<file path="src/rtl/rx_iq_buffer.sv">
// Receive-path I/Q sample FIFO feeding the STM32 parallel-bus interface; pops on snooped RX IQ read commands.
// Optional drop counter enabled with `define RX_IQ_BUF_DROP_CNT_EN.
module rx_iq_buffer #(
    parameter int unsigned DEPTH_LOG2 = 4,
    parameter int unsigned WIDTH      = 16
) (
    input  logic                    clk_in,
    input  logic                    reset_n,
    input  logic signed [WIDTH-1:0] in_I,
    input  logic signed [WIDTH-1:0] in_Q,
    input  logic                    in_valid,
    input  logic [3:0]              DATA_IN,
    input  logic                    DATA_SYNC,
    output logic signed [WIDTH-1:0] I,
    output logic signed [WIDTH-1:0] Q,
    output logic [DEPTH_LOG2:0]     fifo_level,
    output logic                    overflow,
    output logic                    underflow
`ifdef RX_IQ_BUF_DROP_CNT_EN
    ,
    output logic [15:0]             drop_count
`endif
);

    localparam int unsigned PTR_W   = DEPTH_LOG2;
    localparam int unsigned LVL_W   = DEPTH_LOG2 + 1;
    localparam int unsigned DEPTH   = 1 << DEPTH_LOG2;
    localparam int unsigned ENTRY_W = 2 * WIDTH;
    localparam logic [3:0]  CMD_RX_IQ  = 4'd4;
    localparam logic [3:0]  CMD_PARAMS = 4'd2;

    logic [ENTRY_W-1:0]      mem [DEPTH];
    logic [PTR_W-1:0]        wptr;
    logic [PTR_W-1:0]        rptr;
    logic signed [WIDTH-1:0] head_i;
    logic signed [WIDTH-1:0] head_q;

    logic push;
    logic pop_req;
    logic clr_req;
    logic empty;
    logic full;
    logic do_pop;
    logic do_write;
    logic bypass;
    logic drop;
    logic uf_set;

    // Command decode and FIFO control
    always_comb begin
        push     = in_valid;
        pop_req  = DATA_SYNC && (DATA_IN == CMD_RX_IQ);
        clr_req  = DATA_SYNC && (DATA_IN == CMD_PARAMS);
        empty    = (fifo_level == '0);
        full     = (fifo_level == LVL_W'(DEPTH));
        do_pop   = pop_req && !empty;
        bypass   = pop_req && empty && push;
        uf_set   = pop_req && empty && !push;
        drop     = push && full && !pop_req;
        do_write = push && !bypass && (!full || do_pop);
    end

    assign head_i = $signed(mem[rptr][ENTRY_W-1:WIDTH]);
    assign head_q = $signed(mem[rptr][WIDTH-1:0]);

    // Sample storage; contents are don't-care after reset so no reset is applied
    always_ff @(posedge clk_in) begin
        if (do_write) begin
            mem[wptr] <= {in_I, in_Q};
        end
    end

    always_ff @(posedge clk_in or negedge reset_n) begin
        if (!reset_n) begin
            wptr       <= '0;
            rptr       <= '0;
            fifo_level <= '0;
            I          <= '0;
            Q          <= '0;
            overflow   <= 1'b0;
            underflow  <= 1'b0;
        end else begin
            if (do_write) begin
                wptr <= wptr + PTR_W'(1);
            end
            if (do_pop) begin
                rptr <= rptr + PTR_W'(1);
                I    <= head_i;
                Q    <= head_q;
            end else if (bypass) begin
                I    <= in_I;
                Q    <= in_Q;
            end
            if (do_write && !do_pop) begin
                fifo_level <= fifo_level + LVL_W'(1);
            end else if (do_pop && !do_write) begin
                fifo_level <= fifo_level - LVL_W'(1);
            end
            // Sticky flags: a set on the clear cycle wins
            overflow  <= drop   || (overflow  && !clr_req);
            underflow <= uf_set || (underflow && !clr_req);
        end
    end

`ifdef RX_IQ_BUF_DROP_CNT_EN
    always_ff @(posedge clk_in or negedge reset_n) begin
        if (!reset_n) begin
            drop_count <= '0;
        end else if (clr_req) begin
            drop_count <= drop ? 16'd1 : 16'd0;
        end else if (drop && (drop_count != 16'hFFFF)) begin
            drop_count <= drop_count + 16'd1;
        end
    end
`else
    // No drop counter in this build
`endif

endmodule

</file>
<file path="config.mk">
export PLATFORM = sky130hd
export DESIGN_NAME = rx_iq_buffer
export DESIGN_NICKNAME = d
export VERILOG_FILES = /design/src/rtl/rx_iq_buffer.sv
export SDC_FILE = /design/constraint.sdc
export NUM_CORES = 1
export LEC_CHECK = 0
export BUFFER_PORTS_ARGS = -buffer_cell sky130_fd_sc_hd__clkbuf_2
export CAP_MARGIN = 20
export CORE_MARGIN = 2
export CORE_UTILIZATION = 50
export CTS_BUF_LIST = sky130_fd_sc_hd__clkbuf_4
export DETAILED_ROUTE_END_ITERATION = 8
export GPL_TIMING_DRIVEN = 1
export PLACE_DENSITY = 0.67
export SETUP_SLACK_MARGIN = 0.05
export SLEW_MARGIN = 20
export SYNTH_ARGS = -nofsm -noshare
export SYNTH_HDL_FRONTEND = slang
export SYNTH_SLANG_ARGS = --single-unit
export TNS_END_PERCENT = 1
</file>
<file path="constraint.sdc">
create_clock -name clk_in -period 3.8 [get_ports clk_in]
set_input_delay 0.19 -clock clk_in [delete_from_list [all_inputs] [get_ports clk_in]]
set_output_delay 0.19 -clock clk_in [all_outputs]
set_load 0.1 [all_outputs]
</file>
==> results.cfg <==
[outcome]
outcome = completed

[timing]
worstMarginPinSlew_ps = 964
whs_ps = 57.8
fmax_ghz = 0.282
skew_ps = 55.6
setup_viol = 0
rsz0062_at_grt = false
post-route-period-util_pct = 93.5
relSlewSlack_pct = 35.8
min_period_ps = 3550
slew_violations = 0
fin_setup_tns_ps = 0
final_hold_viol_count = 0

[place]
io_buffers = 78
post-dp-hpwl_mm = 24.5
routabilityCongestion = 0.722

[drt]
via_count = 10842
drt_iter0_markers = 877
wl_per_cell_um = 25.0
drt-vias-per-instance = 5.84
routed-wl-met3_mm = 2.94
drt_wl_total_mm = 46.4
wl_met2_mm = 23.8
drc_errors = 0
highest_layer = met5
drtPass1Iterations = 7
antenna_left = 0
met1Wirelength_mm = 19.2

[min_path]
hold_path.class = in2reg
holdPathEnd = wptr[3]
hold_depth = 6
hp-start = DATA_IN[3]

[worst_setup_path]
path_class = in2reg
critPathMaxStageDelay_ps = 620
slowest_stage = dlygate4sd3_1
reg2reg_depth = 12
required_ps = 4530
r2r-end = fifo_level[4]
end_kind = flip-flop
crit_arrival_ps = 4290
crit_chain = dlygate4sd3_1, clkbuf_2, nor3b_2, dlygate4sd3_1, nand2_1, dlygate4sd3_1, nor2_2, inv_2, ha_1, inv_1, ha_1, nor2b_1, o21a_1, or3_1, a21oi_1, xor2_1
r2r_start = fifo_level[1]
rrSetupSlack_ps = 710
path_common_cell = dlygate4sd3_1
start_kind = primary input
path_max_fanout = 5

[cts]
cts_root_buffer = clkbuf_4
clkTransAtPathRegs_ps = 70
cts_max_level = 4
cts_tree = yes
clock_sinks = 559
cts_max_path_buffers = 3
cts_made_buffers = 141
clock_latency_ps = 850

[final_layout]
drive_gt1_share_pct = 37.6
mostFrequentLayoutCell = edfxtp_1
area_delta_synth_final_pct = 17.5
layout_common_cells = edfxtp_1, clkbuf_4, mux4_2
nets = 1251
regArea_um2 = 16600
num-fill-cells = 3080
multi_input_area_um2 = 4530

[grt]
antenna_found_initial = 3
grt_pass1_wl_mm = 70.0
grt.overflow.total = 0
grtUsageTotal_pct = 21.8
grt_max_degree = 55
grt_pass1_vias = 11431

[die]
ios = 79
die_h_um = 210
core_area_um2 = 42000
initial_core_util_pct = 50.7
dieWidth_um = 210
rows = 75
dieArea_um2 = 44300

[flow_run]
cap_violations = 0

[synth]
synth_warnings = 0
syn-cell-area_um2 = 21300
synth_area_per_cell_um2 = 22.1
syn_inst = 964
synth_cell_types = 38
synthesis.nets = 1015
yosysSeqAreaShare_pct = 77.7
ys_ff_latch = 559

[power_and_ir_drop]
peakVddDrop_mv = 0.569
power_density_nw_per_um2 = 734
p_leak_nw = 8.41
routing by layer:
layer | GRT usage [%] | up-vias
li1 | - | 4708
met1 | 29.1 | 5697
met2 | 36.6 | 384
met3 | 5.10 | 51
met4 | 5.97 | 2
met5 | 0 | -
cell usage after synthesis (all sizes together):
cell type / instances / share of area, %
nand3b: 1 / 0.035
mux2: 1 / 0.053
fa: 1 / 0.094
and3b: 1 / 0.041
or3: 2 / 0.082
dfrtp: 47 / 5.5
inv: 6 / 0.11
and2: 6 / 0.18
xnor2: 7 / 0.29
buf: 24 / 0.64
nor2: 5 / 0.12
nand3: 3 / 0.070
nor3b: 1 / 0.035
edfxtp: 512 / 72
a22oi: 64 / 2.3
nand4: 1 / 0.029
and3: 12 / 0.35
a21boi: 1 / 0.035
and4: 3 / 0.12
nor4: 1 / 0.029
xor2: 3 / 0.12
clkbuf: 31 / 0.55
o21ai: 7 / 0.16
a21oi: 34 / 0.80
mux4: 128 / 14
a221o: 32 / 1.5
o21a: 1 / 0.035
nand2: 12 / 0.25
ha: 10 / 0.59
or4: 1 / 0.035
nor2b: 6 / 0.18
repair_timing:
action / in CTS / in global routing
hold buffers: 42 / 0
setup buffers: 0 / 0
setup endpoints to repair: 0 / 1
resized for setup: 0 / 2
endpoints found under the hold margin: 586 / 0
how the worst max path moves through the flow:
stage | start | to | slack, ps
after floorplan | fifo_level[1] | fifo_level[4] | 290
final | DATA_IN[0] | fifo_level[4] | 250
after CTS | DATA_IN[0] | fifo_level[4] | 190
after global routing | DATA_IN[0] | fifo_level[4] | 120
after detailed placement | DATA_IN[3] | fifo_level[4] | 630
after global placement | DATA_IN[3] | fifo_level[4] | 720
flip-flops by register name, indices dropped and copies added (netlist names):
register    flops
overflow        1
I              16
fifo_level      5
mem           512
underflow       1
rptr            4
Q              16
wptr            4
critical path, delay by kind of cell:
| kind | cells | cell delay [ps] |
|---|---|---|
| compound gates | 2 | 350 |
| xor+xnor | 1 | 150 |
| fa+ha+maj | 2 | 490 |
| buf+inv | 6 | 2060 |
| simple gates | 5 | 1030 |
cells by family (layout without fill, tap and decap cells):
family / after synthesis / count (layout) / share of synthesized area [%]
adders and majority gates: 11 / 11 / 0.681
buffers and inverters: 61 / 410 / 1.29
other: 0 / 4 / 0
and+or+nand+nor: 55 / 55 / 1.56
AOI/OAI and AO/OA: 139 / 139 / 4.79
DFF: 559 / 559 / 77.7
xor gates and xnor gates: 10 / 10 / 0.411
muxes: 129 / 129 / 13.6
stage by stage:
stage          instances  util (%)  instance area, um^2  power (mW)  setup slack [ps]
3_5_place_dp        1553      53.8                22600        13.2               633
4_1_cts             1851      59.4                25000        18.6               191
5_1_grt             1856      59.5                25000        19.2               123
6_report            1856      59.5                25000        18.4               248
3_3_place_gp        1553      53.8                22600        13.1               718
2_1_floorplan        964         -                21300        11.8               292
area by class of cell:
| cell class | instances | area share [%] |
|---|---|---|
| multi-input cells | 344 | 18.1 |
| flip-flops and latches | 559 | 66.2 |
| clock buffers | 214 | 6.42 |
| well taps | 539 | 2.69 |
| inverters | 6 | 0.0900 |
| clock inverters | 42 | 1.33 |
| diodes | 4 | 0.0400 |
| repair buffers | 148 | 5.15 |
report_power, final:
part           internal [mW]  switching, mW  total (mW)
clock network           2.99           2.35        5.34
logic                   1.85           3.25        5.10
registers               7.51          0.412        7.92
Power figures use the tool's default switching activity.
